[src/rtl/podule_bus_sequencer_if.sv]
// Host-side podule bus: word address, access strobe, chip selects and completion.
interface podule_bus_sequencer_if #(
  parameter int NCH = 8
);
  logic [13:2]    a;
  logic           strb;
  logic [NCH-1:0] cs;
  logic           ack;
  logic           err;

  modport master (output a, strb, input cs, ack, err);
  modport slave  (input a, strb, output cs, ack, err);
endinterface

[src/rtl/podule_bus_sequencer.sv]
// Podule address decoder with match/mask channel table, programmable wait
// states per channel and a one-cycle acknowledge handshake.
module podule_bus_sequencer #(
  parameter int NCH      = 8,
  parameter int SEL_BITS = 4,
  parameter int WS_BITS  = 4,
  parameter logic [NCH*SEL_BITS-1:0] CH_MATCH =
    {4'b1101, 4'b1110, 4'b1100, 4'b1011, 4'b1010, 4'b1001, 4'b1000, 4'b0000},
  parameter logic [NCH*SEL_BITS-1:0] CH_MASK =
    {4'hF, 4'hF, 4'hF, 4'hF, 4'hF, 4'hF, 4'hF, 4'b1000},
  parameter logic [NCH*WS_BITS-1:0]  CH_WS = '0
) (
  input  logic                   clk,
  input  logic                   rst_n,
  podule_bus_sequencer_if.slave  bus,
  input  logic                   cfg_we,
  input  logic [3:0]             cfg_ch,
  input  logic [WS_BITS-1:0]     cfg_ws
);

  typedef enum logic [1:0] {IDLE, WAIT, DONE, HOLD} state_t;

  // Wait-state file is always 16 deep so the 4-bit cfg_ch indexes it directly.
  localparam logic [16*WS_BITS-1:0] WS_INIT = (16*WS_BITS)'(CH_WS);

  state_t               state, state_nxt;
  logic [WS_BITS-1:0]   cnt, cnt_nxt;
  logic                 miss, miss_nxt;
  logic [NCH-1:0]       cs_q, cs_nxt;
  logic                 ack_q, ack_nxt;
  logic                 err_q, err_nxt;
  logic [WS_BITS-1:0]   ws [16];

  logic [SEL_BITS-1:0]  field;
  logic [NCH-1:0]       dec_oh;
  logic                 dec_hit;
  logic [3:0]           dec_sel;

  assign field  = bus.a[13 -: SEL_BITS];
  assign bus.cs  = cs_q;
  assign bus.ack = ack_q;
  assign bus.err = err_q;

  // Lowest matching channel wins.
  always_comb begin
    dec_oh  = '0;
    dec_hit = 1'b0;
    dec_sel = '0;
    for (int unsigned i = 0; i < NCH; i++) begin
      if (!dec_hit &&
          ((field & CH_MASK[i*SEL_BITS +: SEL_BITS]) ==
           (CH_MATCH[i*SEL_BITS +: SEL_BITS] & CH_MASK[i*SEL_BITS +: SEL_BITS]))) begin
        dec_oh[i] = 1'b1;
        dec_hit   = 1'b1;
        dec_sel   = 4'(i);
      end
    end
  end

  always_ff @(posedge clk or negedge rst_n) begin
    if (!rst_n) begin
      for (int unsigned i = 0; i < 16; i++) begin
        ws[i] <= WS_INIT[i*WS_BITS +: WS_BITS];
      end
    end else if (cfg_we && ({28'd0, cfg_ch} < 32'(NCH))) begin
      ws[cfg_ch] <= cfg_ws;
    end
  end

  always_comb begin
    state_nxt = state;
    cnt_nxt   = cnt;
    miss_nxt  = miss;
    cs_nxt    = cs_q;
    ack_nxt   = 1'b0;
    err_nxt   = 1'b0;
    case (state)
      IDLE: begin
        if (bus.strb) begin
          miss_nxt  = !dec_hit;
          cnt_nxt   = dec_hit ? ws[dec_sel] : '0;
          cs_nxt    = dec_oh;
          state_nxt = WAIT;
        end
      end
      WAIT: begin
        if (!bus.strb) begin
          cs_nxt    = '0;
          state_nxt = IDLE;
        end else if (cnt != '0) begin
          cnt_nxt = cnt - WS_BITS'(1);
        end else begin
          ack_nxt   = 1'b1;
          err_nxt   = miss;
          state_nxt = DONE;
        end
      end
      DONE: begin
        if (!bus.strb) begin
          cs_nxt    = '0;
          state_nxt = IDLE;
        end else begin
          state_nxt = HOLD;
        end
      end
      HOLD: begin
        if (!bus.strb) begin
          cs_nxt    = '0;
          state_nxt = IDLE;
        end
      end
      default: state_nxt = IDLE;
    endcase
  end

  always_ff @(posedge clk or negedge rst_n) begin
    if (!rst_n) begin
      state <= IDLE;
      cnt   <= '0;
      miss  <= 1'b0;
      cs_q  <= '0;
      ack_q <= 1'b0;
      err_q <= 1'b0;
    end else begin
      state <= state_nxt;
      cnt   <= cnt_nxt;
      miss  <= miss_nxt;
      cs_q  <= cs_nxt;
      ack_q <= ack_nxt;
      err_q <= err_nxt;
    end
  end

endmodule

[src/flat_wrapper.sv]
// flat-port wrapper written by rule: the top's interface ports become plain ports
module podule_bus_sequencer_flat 
#(
  parameter int NCH      = 8,
  parameter int SEL_BITS = 4,
  parameter int WS_BITS  = 4,
  parameter logic [NCH*SEL_BITS-1:0] CH_MATCH =
    {4'b1101, 4'b1110, 4'b1100, 4'b1011, 4'b1010, 4'b1001, 4'b1000, 4'b0000},
  parameter logic [NCH*SEL_BITS-1:0] CH_MASK =
    {4'hF, 4'hF, 4'hF, 4'hF, 4'hF, 4'hF, 4'hF, 4'b1000},
  parameter logic [NCH*WS_BITS-1:0]  CH_WS = '0
)
  (clk, rst_n, cfg_we, cfg_ch, cfg_ws, bus_a, bus_strb, bus_cs, bus_ack, bus_err);
  podule_bus_sequencer_if #(.NCH(NCH)) bus_i ();
  input  logic clk;
  input  logic rst_n;
  input  logic cfg_we;
  input  logic [3:0] cfg_ch;
  input  logic [WS_BITS-1:0] cfg_ws;
  input wire logic [$bits(bus_i.a)-1:0] bus_a;
  input wire logic [$bits(bus_i.strb)-1:0] bus_strb;
  output wire logic [$bits(bus_i.cs)-1:0] bus_cs;
  output wire logic [$bits(bus_i.ack)-1:0] bus_ack;
  output wire logic [$bits(bus_i.err)-1:0] bus_err;
  assign bus_i.a = bus_a;
  assign bus_i.strb = bus_strb;
  assign bus_cs = bus_i.cs;
  assign bus_ack = bus_i.ack;
  assign bus_err = bus_i.err;
  podule_bus_sequencer #(.NCH(NCH), .SEL_BITS(SEL_BITS), .WS_BITS(WS_BITS), .CH_MATCH(CH_MATCH), .CH_MASK(CH_MASK), .CH_WS(CH_WS)) u_core (.clk(clk), .rst_n(rst_n), .bus(bus_i), .cfg_we(cfg_we), .cfg_ch(cfg_ch), .cfg_ws(cfg_ws));
endmodule
[config.mk]
export PLATFORM = sky130hd
export DESIGN_NAME = podule_bus_sequencer_flat
export DESIGN_NICKNAME = d
export VERILOG_FILES = /design/src/rtl/podule_bus_sequencer_if.sv /design/src/rtl/podule_bus_sequencer.sv /design/src/flat_wrapper.sv
export SDC_FILE = /design/constraint.sdc
export NUM_CORES = 1
export LEC_CHECK = 0
export CAP_MARGIN = 20
export CORE_ASPECT_RATIO = 0.9
export CORE_UTILIZATION = 35
export CTS_CLUSTER_DIAMETER = 80
export DETAILED_ROUTE_END_ITERATION = 8
export HOLD_SLACK_MARGIN = 0.02
export MAX_ROUTING_LAYER = met4
export PLACE_DENSITY_LB_ADDON = 0.2
export SYNTH_ARGS = -nofsm -noshare
export SYNTH_HDL_FRONTEND = slang
export SYNTH_SLANG_ARGS = --single-unit
export TNS_END_PERCENT = 20
[constraint.sdc]
create_clock -name clk -period 1.9 [get_ports clk]
set_input_delay 0.475 -clock clk [delete_from_list [all_inputs] [get_ports clk]]
set_output_delay 0.475 -clock clk [all_outputs]
set_load 0.02 [all_outputs]
==> flow_results.xml, run 1 <==
<?xml version="1.0" encoding="UTF-8"?>
<metrics>
  <group name="yosys">
    <metric name="synth.yosys.warnings" unit="">0</metric>
    <metric name="synthMostInstantiatedCell" unit="">sky130_fd_sc_hd__dfrtp_1</metric>
    <metric name="mappedNetlistArea" unit="µm²">2400</metric>
    <metric name="synth-main-ff-cell" unit="">sky130_fd_sc_hd__dfrtp_1</metric>
    <metric name="postSynthCellCount" unit="">206</metric>
    <metric name="muxShareOfSynthArea" unit="%">15.5</metric>
    <metric name="synth.area.top_cells" unit="">sky130_fd_sc_hd__dfrtp_1 (51%), sky130_fd_sc_hd__mux2_2 (15%), sky130_fd_sc_hd__nand2_1 (2.8%)</metric>
    <metric name="fraction_of_the_mapped_netlist_area_in_compound_gates" unit="%">14.1</metric>
    <metric name="ys_async_sr_fraction" unit="%">100</metric>
    <metric name="synth_xor_xnor_area_share" unit="%">0.365</metric>
    <metric name="synth-adder-area-share" unit="%">0.522</metric>
    <metric name="ys_ff_latch" unit="">49</metric>
    <metric name="yosysTopAreaCell" unit="">sky130_fd_sc_hd__dfrtp_1</metric>
    <metric name="syn_area_per_cell" unit="µm²">11.6</metric>
    <metric name="dominant_combinational_cell_family_by_area_after_synthesis" unit="">multiplexers</metric>
    <metric name="synth-edff-count" unit="">0</metric>
    <metric name="synth_sequential_area_ratio" unit="%">51.1</metric>
    <metric name="yosys.cell_types.count" unit="">43</metric>
    <metric name="synth_simple_gate_area_share" unit="%">15.2</metric>
    <metric name="synth.net_count" unit="">231</metric>
    <metric name="synth_top_area_share" unit="%">51.1</metric>
    <metric name="ys_top_cells_by_count" unit="">sky130_fd_sc_hd__dfrtp_1 (49), sky130_fd_sc_hd__mux2_2 (32), sky130_fd_sc_hd__nand2_1 (18), sky130_fd_sc_hd__nor2_1 (13)</metric>
  </group>
  <group name="detailed_routing">
    <metric name="routedWlPerCell" unit="µm">14.9</metric>
    <metric name="wl" unit="µm">5150</metric>
    <metric name="dr.pass1.iters" unit="">5</metric>
    <metric name="routed_via_density" unit="">5.12</metric>
    <metric name="antenna_left" unit="">0</metric>
    <metric name="drc" unit="">0</metric>
    <metric name="first_iter_violations" unit="">118</metric>
    <metric name="num_vias" unit="">1775</metric>
  </group>
  <group name="sta">
    <metric name="period_needed" unit="ns">1.76</metric>
    <metric name="layout_worst_path_cycle_share" unit="%">92.5</metric>
    <metric name="maximum_clock_frequency" unit="MHz">569</metric>
    <metric name="slew_headroom" unit="%">64.0</metric>
    <metric name="setup_viol_count_final" unit="">0</metric>
    <metric name="worst_clock_skew" unit="ns">0.00476</metric>
    <metric name="unrepaired_setup_endpoints_after_global_routing" unit="">false</metric>
    <metric name="hold_viol" unit="">0</metric>
    <metric name="slew_violations" unit="">0</metric>
    <metric name="max_slew.worst_pin.slew" unit="ns">0.539</metric>
    <metric name="fin_ws" unit="ns">0.142</metric>
  </group>
  <group name="grt">
    <metric name="antenna_found_initial" unit="">0</metric>
    <metric name="grt_start_max_net_pins" unit="">50</metric>
    <metric name="track_usage" unit="%">16.3</metric>
    <metric name="via_count_of_the_first_global_routing_pass" unit="">1647</metric>
    <metric name="global_route.overflow_total" unit="">0</metric>
    <metric name="grt_pass1_wl" unit="µm">8310</metric>
  </group>
  <group name="critical_path">
    <metric name="path_cells" unit="">dlygate4sd2_1 &gt; buf_6 &gt; o21ai_1 &gt; a21boi_0 &gt; a2111oi_2 &gt; nor4_2 &gt; a221o_1</metric>
    <metric name="worstPathArrival" unit="ns">1.96</metric>
    <metric name="crit_path_top_delay_cell" unit="">sky130_fd_sc_hd__a2111oi_2</metric>
    <metric name="crit_required" unit="ns">2.10</metric>
    <metric name="critPathCaptureType" unit="">register</metric>
    <metric name="worst_path_largest_cell_delay" unit="ns">0.45</metric>
    <metric name="critical_path_class" unit="">input pin to register</metric>
    <metric name="startpoint_type" unit="">input pin</metric>
    <metric name="critical_path.max_fanout" unit="">10</metric>
  </group>
  <group name="cells_and_area">
    <metric name="insertedDiodeCount" unit="">0</metric>
    <metric name="finish.instance_area" unit="µm²">3050</metric>
    <metric name="multi_input_area" unit="µm²">1120</metric>
    <metric name="final_nets" unit="">281</metric>
    <metric name="layout-area-overhead-vs-synth" unit="%">27.0</metric>
    <metric name="utilization" unit="%">46.2</metric>
    <metric name="fill_count" unit="">667</metric>
    <metric name="post_route_cells_drive_above_1_share" unit="%">30.7</metric>
    <metric name="ff_latch_area" unit="µm²">1230</metric>
  </group>
  <group name="cts">
    <metric name="maximum_clock_insertion_buffer_count" unit="">2</metric>
    <metric name="cts.sinks" unit="">49</metric>
    <metric name="postCtsHoldBufs" unit="">0</metric>
    <metric name="clk_transition_reported_paths" unit="ns">0.09</metric>
    <metric name="tritoncts" unit="">built</metric>
    <metric name="ctsHtreeMaxLevel" unit="">2</metric>
    <metric name="post-cts-setup-buffer-count" unit="">0</metric>
    <metric name="clock_buffer_count_from_cts" unit="">5</metric>
    <metric name="worstSkewPairLatency" unit="ns">0.31</metric>
    <metric name="clk_root_buffer_cell" unit="">sky130_fd_sc_hd__clkbuf_8</metric>
  </group>
  <group name="hold_path">
    <metric name="hold_class" unit="">input pin to async pin</metric>
  </group>
  <group name="floorplan">
    <metric name="starting_utilization_of_the_core_area" unit="%">36.4</metric>
    <metric name="die_area" unit="µm²">7190</metric>
    <metric name="number_of_placement_rows" unit="">28</metric>
    <metric name="fp.dieW" unit="µm">89.3</metric>
    <metric name="fp.coreArea" unit="µm²">6590</metric>
    <metric name="die_height" unit="µm">80.5</metric>
    <metric name="floorplan.io_pins" unit="">34</metric>
  </group>
  <group name="placement">
    <metric name="portBuffers" unit="">25</metric>
    <metric name="dp.final_hpwl" unit="µm">3720</metric>
    <metric name="placed_instance_area" unit="µm²">2910</metric>
    <metric name="globalplace.congestion" unit="">0.769</metric>
    <metric name="post-place-ws" unit="ns">-0.427</metric>
  </group>
  <group name="status">
    <metric name="run_status" unit="">finished, final reports clean</metric>
  </group>
  <group name="power">
    <metric name="leakage" unit="nW">1.31</metric>
    <metric name="peakVddDrop" unit="V">0.000333</metric>
    <metric name="power_density" unit="nW/µm²">927</metric>
  </group>
  <group name="run">
    <metric name="drv_cap" unit="">0</metric>
  </group>
</metrics>
## through the flow
step                hold WS (ns)  std cells  TNS (ns)  power [mW]
CTS                        0.146        347         0        2.85
finish                     0.128        347         0        2.82
global route               0.156        347         0        2.99
global placement           0.459        339     -2.68        2.13
detailed placement         0.467        339     -2.89        2.15
floorplan                  0.179        206         0        1.88
## area by class of cell
type,instances,area share [%]
inverters,4,0.493
multi-input cells,144,36.8
clock inverters,1,0.164
repair buffers,52,15.4
clock buffers,7,3.16
flip-flops and latches,49,40.3
well taps,90,3.70
## worst max-delay path, delay by kind of cell
family,cells,cell delay [ns]
compound gates,4,0.96
simple gates,1,0.10
buf+inv,2,0.43
## cells by family (layout without fill, tap and decap cells)
family / after synthesis / after routing
xor gates and xnor gates: 1 / 1
and+or+nand+nor: 66 / 66
muxes: 33 / 33
adders and majority gates: 1 / 1
buffers and inverters: 13 / 64
DFF: 49 / 49
AOI/OAI and AO/OA: 43 / 43
## report_power, final
part | internal, mW | total [mW] | switching [mW]
registers | 1.27 | 1.41 | 0.142
clock network | 0.330 | 0.686 | 0.356
logic | 0.390 | 0.731 | 0.341
## path summary, 6_finish.rpt
path / startpoint / end / slack [ns] / cells after the start
min in group clk: u_core.bus.cs[1] / u_core.bus.cs[1] / 0.48 / 2
max in group asynchronous: rst_n / u_core.ws[59] / 1.53 / 2
hold reg to reg: u_core.bus.cs[1] / u_core.bus.cs[1] / 0.48 / 2
setup / recovery: bus_a[9] / u_core.cnt[2] / 0.14 / 7
hold / removal: rst_n / u_core.state[1] / 0.13 / 2
setup reg to reg: u_core.cnt[1] / u_core.cnt[3] / 0.15 / 7
## what timing repair did
action / in CTS / in global routing
endpoints found under the hold margin: 0 / 0
pin swaps: 1 / 1
endpoints found under the setup margin: 4 / 2
resized for setup: 7 / 4
## layout by cell type (no fill, tap or decap), types with 4 or more instances in the layout
cell and instances:
sky130_fd_sc_hd__a21oi_1 6, sky130_fd_sc_hd__buf_4 23, sky130_fd_sc_hd__clkbuf_8 7, sky130_fd_sc_hd__clkdlybuf4s50_1 20, sky130_fd_sc_hd__dfrtp_1 49, sky130_fd_sc_hd__inv_1 4, sky130_fd_sc_hd__mux2_2 32, sky130_fd_sc_hd__nand2_1 18
sky130_fd_sc_hd__nand2b_1 6, sky130_fd_sc_hd__nor2_1 13, sky130_fd_sc_hd__nor3_1 4, sky130_fd_sc_hd__nor4_1 4, sky130_fd_sc_hd__o21ai_0 5, sky130_fd_sc_hd__o31ai_1 5
## state kept, by name (all words and copies together), names as in the netlist
signal / flops
u_core.ws: 32
u_core.bus.ack: 1
u_core.bus.err: 1
u_core.state: 2
u_core.bus.cs: 8
u_core.cnt: 4
u_core.miss: 1
## per-layer routing
| layer | vias to the layer above | wire (µm) | track usage, % |
|---|---|---|---|
| met2 | 41 | 2310 | 23.4 |
| met4 | 0 | 52 | 7.62 |
| met1 | 863 | 2550 | 21.9 |
| met5 | - | 0 | - |
| li1 | 867 | - | - |
| met3 | 4 | 241 | 3.39 |
Power figures use the tool's default switching activity.
==> inputs of run 2 (changes only) <==
Settings changed: MAX_ROUTING_LAYER met4 to default.
==> run 2 against run 1 <==
Clock-buffer cell count unchanged; sequential power about the same; critical path depth is 1 lower; first-iteration DRC count rose by 4.2%; sequential share of layout area about the same; combinational power about the same; non-clock buffer count stayed put; maximum frequency fell by 5.7%; cell count unchanged; clock power about the same; hold slack got worse by 0.0031 ns; sequential cell count unchanged; critical path type unchanged; largest power group unchanged; highest routed layer unchanged.
==> flow_results.xml, run 2 (same netlist as run 1, synthesis figures left out) <==
<?xml version="1.0" encoding="UTF-8"?>
<metrics>
  <group name="status">
    <metric name="run_status" unit="">finished, final reports clean</metric>
  </group>
  <group name="cells_and_area">
    <metric name="number_of_flip_flops_in_the_largest_register" unit="">32</metric>
    <metric name="ff_latch_area" unit="µm²">1230</metric>
    <metric name="fill_count" unit="">664</metric>
    <metric name="max_flop_register" unit="">u_core.ws</metric>
    <metric name="layout-area-overhead-vs-synth" unit="%">26.9</metric>
    <metric name="multi_input_area" unit="µm²">1120</metric>
    <metric name="final_cell_mix" unit="">sky130_fd_sc_hd__dfrtp_1 (49), sky130_fd_sc_hd__mux2_2 (32), sky130_fd_sc_hd__buf_4 (23)</metric>
    <metric name="final_nets" unit="">281</metric>
    <metric name="post_route_cells_drive_above_1_share" unit="%">30.7</metric>
    <metric name="insertedDiodeCount" unit="">0</metric>
    <metric name="final_common_cell" unit="">sky130_fd_sc_hd__dfrtp_1</metric>
  </group>
  <group name="power">
    <metric name="clock_power_share" unit="%">24.3</metric>
    <metric name="leakage" unit="nW">1.30</metric>
    <metric name="switchingPower" unit="µW">841</metric>
    <metric name="power_density" unit="nW/µm²">929</metric>
    <metric name="comb_power_share" unit="%">25.8</metric>
    <metric name="power.internal" unit="mW">1.99</metric>
    <metric name="switching_share" unit="%">29.8</metric>
    <metric name="peakVddDrop" unit="V">0.000338</metric>
    <metric name="sequential_fraction_of_design_power" unit="%">49.8</metric>
    <metric name="fin_total_pwr" unit="mW">2.83</metric>
  </group>
  <group name="detailed_routing">
    <metric name="antenna_left" unit="">0</metric>
    <metric name="routed_via_density" unit="">5.10</metric>
    <metric name="first_iter_violations" unit="">123</metric>
    <metric name="wl" unit="µm">5150</metric>
    <metric name="drc" unit="">0</metric>
    <metric name="num_vias" unit="">1771</metric>
    <metric name="routedWlPerCell" unit="µm">14.8</metric>
    <metric name="dr.pass1.iters" unit="">6</metric>
  </group>
  <group name="cts">
    <metric name="maximum_clock_insertion_buffer_count" unit="">2</metric>
    <metric name="clock_buffer_count_from_cts" unit="">5</metric>
    <metric name="worstSkewPairLatency" unit="ns">0.32</metric>
    <metric name="ctsHtreeMaxLevel" unit="">2</metric>
    <metric name="postCtsHoldBufs" unit="">0</metric>
    <metric name="tritoncts" unit="">built</metric>
    <metric name="cts.sinks" unit="">49</metric>
    <metric name="clk_root_buffer_cell" unit="">sky130_fd_sc_hd__clkbuf_8</metric>
    <metric name="clk_transition_reported_paths" unit="ns">0.09</metric>
  </group>
  <group name="critical_path">
    <metric name="crit_required" unit="ns">2.11</metric>
    <metric name="worstPathArrival" unit="ns">2.07</metric>
    <metric name="worst_reg2reg_path_depth" unit="">7</metric>
    <metric name="critical_path.max_fanout" unit="">4</metric>
    <metric name="critical_path_class" unit="">input pin to register</metric>
    <metric name="startpoint_type" unit="">input pin</metric>
    <metric name="critPathCaptureType" unit="">register</metric>
  </group>
  <group name="sta">
    <metric name="setup_viol_count_final" unit="">0</metric>
    <metric name="max_slew.worst_pin.slew" unit="ns">0.541</metric>
    <metric name="layout_worst_path_cycle_share" unit="%">98.1</metric>
    <metric name="worst_clock_skew" unit="ns">0.00505</metric>
    <metric name="slew_headroom" unit="%">63.8</metric>
    <metric name="maximum_clock_frequency" unit="MHz">537</metric>
    <metric name="hold_viol" unit="">0</metric>
    <metric name="period_needed" unit="ns">1.86</metric>
    <metric name="slew_violations" unit="">0</metric>
    <metric name="unrepaired_setup_endpoints_after_global_routing" unit="">true</metric>
    <metric name="whs" unit="ns">0.125</metric>
  </group>
  <group name="floorplan">
    <metric name="die_height" unit="µm">80.5</metric>
    <metric name="fp.coreArea" unit="µm²">6590</metric>
    <metric name="number_of_placement_rows" unit="">28</metric>
    <metric name="floorplan.io_pins" unit="">34</metric>
    <metric name="die_area" unit="µm²">7190</metric>
    <metric name="starting_utilization_of_the_core_area" unit="%">36.4</metric>
    <metric name="fp.dieW" unit="µm">89.3</metric>
  </group>
  <group name="grt">
    <metric name="grt_start_max_net_pins" unit="">50</metric>
    <metric name="grt_pass1_wl" unit="µm">8300</metric>
    <metric name="global_route.overflow_total" unit="">0</metric>
    <metric name="track_usage" unit="%">15.9</metric>
    <metric name="antenna_found_initial" unit="">0</metric>
    <metric name="via_count_of_the_first_global_routing_pass" unit="">1653</metric>
  </group>
  <group name="placement">
    <metric name="dp.final_hpwl" unit="µm">3720</metric>
    <metric name="globalplace.congestion" unit="">0.759</metric>
    <metric name="portBuffers" unit="">25</metric>
  </group>
  <group name="hold_path">
    <metric name="hold_class" unit="">input pin to async pin</metric>
  </group>
  <group name="run">
    <metric name="drv_cap" unit="">0</metric>
  </group>
</metrics>
==> run 2: cell types whose count changed in the layout (fill, tap and decap cells not counted), sizes merged <==
cell / change
clkdlybuf4s50: +1
dlymetal6s2s: -1
==> run 2: area by class of cell <==
cell class | instances | share of cell area (%)
clock buffers | 7 | 3.17
inverters | 4 | 0.493
well taps | 90 | 3.70
repair buffers | 52 | 15.4
clock inverters | 1 | 0.164
multi-input cells | 144 | 36.8
flip-flops and latches | 49 | 40.3
==> run 2: worst paths after layout <==
kind | from | to | slack [ns]
worst min-delay path | rst_n | u_core.state[1] | 0.13
max in group asynchronous | rst_n | u_core.ws[63] | 1.54
worst max-delay path | bus_a[11] | u_core.cnt[2] | 0.04
min in group clk | u_core.bus.cs[3] | u_core.bus.cs[3] | 0.48
worst min register to register | u_core.bus.cs[3] | u_core.bus.cs[3] | 0.48
worst max register to register | u_core.cnt[1] | u_core.cnt[3] | 0.16
==> run 2: layer usage <==
metal	wire, µm	GRT usage (%)	up-vias	part of all wire (%)
met5	0	0	-	0
met2	2280	23.1	32	44
li1	-	-	869	-
met1	2600	22.1	866	50
met3	209	3.39	4	4.1
met4	63	7.62	0	1.2
==> run 2: stage by stage <==
step	cell area (µm²)	TNS, ns	worst slack, ns	util, %	instances
3_3_place_gp	2910	-2.68	-0.424	44.2	339
5_1_grt	3040	-0.0227	-0.0147	46.2	347
3_5_place_dp	2910	-2.89	-0.427	44.2	339
4_1_cts	3020	0	0.0450	45.9	347
6_report	3040	0	0.0363	46.2	347
2_1_floorplan	2400	0	0.218	-	206
==> run 2: worst max-delay path, cell delays in order <==
cell and delay [ns]:
sky130_fd_sc_hd__clkdlybuf4s50_1 0.49, sky130_fd_sc_hd__buf_4 0.18, sky130_fd_sc_hd__a21boi_1 0.16, sky130_fd_sc_hd__a222oi_1 0.41
sky130_fd_sc_hd__nor4_2 0.08, sky130_fd_sc_hd__a221o_1 0.27
==> run 2: power groups by stage <==
stage               clock, mW  combinational (mW)  sequential [mW]
floorplan                   0               0.462             1.41
finish                  0.688               0.730             1.41
global placement            0               0.716             1.42
CTS                     0.703               0.737             1.41
detailed placement          0               0.729             1.43
global route            0.732               0.811             1.44
==> run 2: what timing repair did <==
action / CTS / global route
resized for setup: 7 / 3
pin swaps: 1 / 0
setup buffers: 0 / 0
endpoints found under the setup margin: 4 / 2
==> inputs of run 3 (changes only) <==
Settings changed: CORE_MARGIN from default to 5, REMOVE_ABC_BUFFERS from default to 1.
==> run 3 against run 2 <==
Maximum frequency is 1.1% higher; via count is 1.4% higher; sequential share of layout area is 0.26 points lower; global-route usage is 2.1 points lower; total power is 3.3% higher.
==> flow_results.xml, run 3 (same netlist as run 1, synthesis figures left out) <==
<?xml version="1.0" encoding="UTF-8"?>
<metrics>
  <group name="placement">
    <metric name="dp.final_hpwl" unit="µm">4110</metric>
    <metric name="globalplace.congestion" unit="">0.767</metric>
    <metric name="portBuffers" unit="">25</metric>
  </group>
  <group name="grt">
    <metric name="grt_pass1_wl" unit="µm">9320</metric>
    <metric name="track_usage" unit="%">13.7</metric>
    <metric name="antenna_found_initial" unit="">0</metric>
    <metric name="grt_start_max_net_pins" unit="">24</metric>
    <metric name="via_count_of_the_first_global_routing_pass" unit="">1849</metric>
    <metric name="global_route.overflow_total" unit="">0</metric>
  </group>
  <group name="cells_and_area">
    <metric name="number_of_flip_flops_in_the_largest_register" unit="">32</metric>
    <metric name="max_flop_register" unit="">u_core.ws</metric>
    <metric name="final_nets" unit="">284</metric>
    <metric name="insertedDiodeCount" unit="">0</metric>
    <metric name="layout-area-overhead-vs-synth" unit="%">27.7</metric>
    <metric name="utilization" unit="%">46.3</metric>
    <metric name="post_route_cells_drive_above_1_share" unit="%">31.2</metric>
    <metric name="final_common_cell" unit="">sky130_fd_sc_hd__dfrtp_1</metric>
    <metric name="final_cell_mix" unit="">sky130_fd_sc_hd__dfrtp_1 (49), sky130_fd_sc_hd__mux2_2 (32), sky130_fd_sc_hd__buf_4 (28)</metric>
  </group>
  <group name="sta">
    <metric name="period_needed" unit="ns">1.84</metric>
    <metric name="max_slew.worst_pin.slew" unit="ns">0.594</metric>
    <metric name="layout_worst_path_cycle_share" unit="%">97.0</metric>
    <metric name="slew_violations" unit="">0</metric>
    <metric name="hold_viol" unit="">0</metric>
    <metric name="unrepaired_setup_endpoints_after_global_routing" unit="">false</metric>
    <metric name="maximum_clock_frequency" unit="MHz">543</metric>
    <metric name="worst_clock_skew" unit="ns">0.00687</metric>
    <metric name="setup_viol_count_final" unit="">0</metric>
    <metric name="slew_headroom" unit="%">60.3</metric>
    <metric name="whs" unit="ns">0.0836</metric>
  </group>
  <group name="power">
    <metric name="clock_power_share" unit="%">26.5</metric>
    <metric name="peakVddDrop" unit="V">0.000463</metric>
    <metric name="power_density" unit="nW/µm²">953</metric>
    <metric name="power.internal" unit="mW">2.08</metric>
    <metric name="switching_share" unit="%">28.7</metric>
    <metric name="leakage" unit="nW">1.32</metric>
    <metric name="comb_power_share" unit="%">24.6</metric>
    <metric name="switchingPower" unit="µW">838</metric>
    <metric name="sequential_fraction_of_design_power" unit="%">48.9</metric>
  </group>
  <group name="critical_path">
    <metric name="critical_path_class" unit="">input pin to register</metric>
    <metric name="worst_reg2reg_path_depth" unit="">7</metric>
    <metric name="critPathCaptureType" unit="">register</metric>
    <metric name="crit_required" unit="ns">2.09</metric>
    <metric name="worst_path_largest_cell_delay" unit="ns">0.53</metric>
    <metric name="path_cells" unit="">clkdlybuf4s50_1 &gt; buf_4 &gt; o21ai_2 &gt; a2111oi_2 &gt; nor4_1 &gt; a211o_1</metric>
    <metric name="critical_path.max_fanout" unit="">5</metric>
    <metric name="worstPathArrival" unit="ns">2.04</metric>
    <metric name="startpoint_type" unit="">input pin</metric>
    <metric name="crit_path_top_delay_cell" unit="">sky130_fd_sc_hd__clkdlybuf4s50_1</metric>
  </group>
  <group name="cts">
    <metric name="maximum_clock_insertion_buffer_count" unit="">2</metric>
    <metric name="clk_root_buffer_cell" unit="">sky130_fd_sc_hd__clkbuf_8</metric>
    <metric name="clock_buffer_count_from_cts" unit="">5</metric>
    <metric name="cts.sinks" unit="">49</metric>
    <metric name="postCtsHoldBufs" unit="">0</metric>
    <metric name="tritoncts" unit="">built</metric>
    <metric name="ctsHtreeMaxLevel" unit="">2</metric>
    <metric name="clk_transition_reported_paths" unit="ns">0.09</metric>
    <metric name="worstSkewPairLatency" unit="ns">0.30</metric>
  </group>
  <group name="floorplan">
    <metric name="fp.dieW" unit="µm">97.3</metric>
    <metric name="number_of_placement_rows" unit="">28</metric>
    <metric name="fp.coreArea" unit="µm²">6620</metric>
    <metric name="die_area" unit="µm²">8610</metric>
    <metric name="floorplan.io_pins" unit="">34</metric>
    <metric name="die_height" unit="µm">88.5</metric>
    <metric name="starting_utilization_of_the_core_area" unit="%">36.2</metric>
  </group>
  <group name="detailed_routing">
    <metric name="wl" unit="µm">5420</metric>
    <metric name="first_iter_violations" unit="">46</metric>
    <metric name="routed_via_density" unit="">5.13</metric>
    <metric name="antenna_left" unit="">0</metric>
    <metric name="drc" unit="">0</metric>
    <metric name="num_vias" unit="">1796</metric>
    <metric name="dr.pass1.iters" unit="">4</metric>
    <metric name="routedWlPerCell" unit="µm">15.5</metric>
  </group>
  <group name="status">
    <metric name="run_status" unit="">finished, final reports clean</metric>
  </group>
  <group name="run">
    <metric name="drv_cap" unit="">0</metric>
  </group>
  <group name="hold_path">
    <metric name="hold_class" unit="">input pin to async pin</metric>
  </group>
</metrics>
[run 3: power by group through the flow]
stage	Sequential, mW	Clock [mW]	Combinational (mW)
global placement	1.44	0	0.700
global route	1.46	0.848	0.801
CTS	1.42	0.805	0.723
finish	1.43	0.775	0.717
detailed placement	1.45	0	0.715
floorplan	1.41	0	0.434
[run 3: worst paths after layout]
kind,startpoint,endpoint,slack [ns]
max,bus_a[11],u_core.cnt[1],0.06
min,rst_n,u_core.bus.cs[2],0.08
max reg2reg,u_core.cnt[0],u_core.cnt[1],0.15
min reg2reg,u_core.bus.cs[4],u_core.bus.cs[4],0.48
max in group asynchronous,rst_n,u_core.ws[37],1.32
min in group clk,u_core.bus.cs[4],u_core.bus.cs[4],0.48
[run 3: layer usage]
metal	wire length, µm	vias to the layer above	GRT usage (%)
li1	-	867	-
met1	2810	892	18.9
met2	2340	32	21.7
met3	213	5	3.23
met4	53	0	4.15
met5	0	-	0
[run 3: final cells by class]
| class | count | area [µm²] |
|---|---|---|
| fill | 613 | 3560 |
| sequential | 49 | 1230 |
| multi-input combinational | 144 | 1100 |
| timing repair buffer | 55 | 487 |
| tap | 90 | 113 |
| clock buffer | 6 | 82.6 |
| clock inverter | 2 | 37.5 |
| inverter | 4 | 15.0 |
[run 3: per-stage QoR]
step                setup slack (ns)  instances  TNS [ns]  power, mW  area (µm²)
CTS                          0.00965        350         0       2.95        3050
global route                 0.00230        350         0       3.11        3060
finish                        0.0569        350         0       2.92        3060
floorplan                      0.218        197         0       1.85        2340
global placement              -0.418        340     -2.47       2.14        2920
detailed placement            -0.418        340     -2.79       2.16        2920
[run 3: what timing repair did]
action | 4_1_cts | 5_1_grt
buffers inserted | 2 | 0
endpoints found under the setup margin | 4 | 4
pin swaps | 2 | 2
gates resized for setup | 3 | 3
[run 3: worst max-delay path, delay by kind of cell]
kind                   cells  cell delay (ns)
and+or+nand+nor            1             0.10
AOI/OAI and AO/OA          3             0.78
buffers and inverters      2             0.69
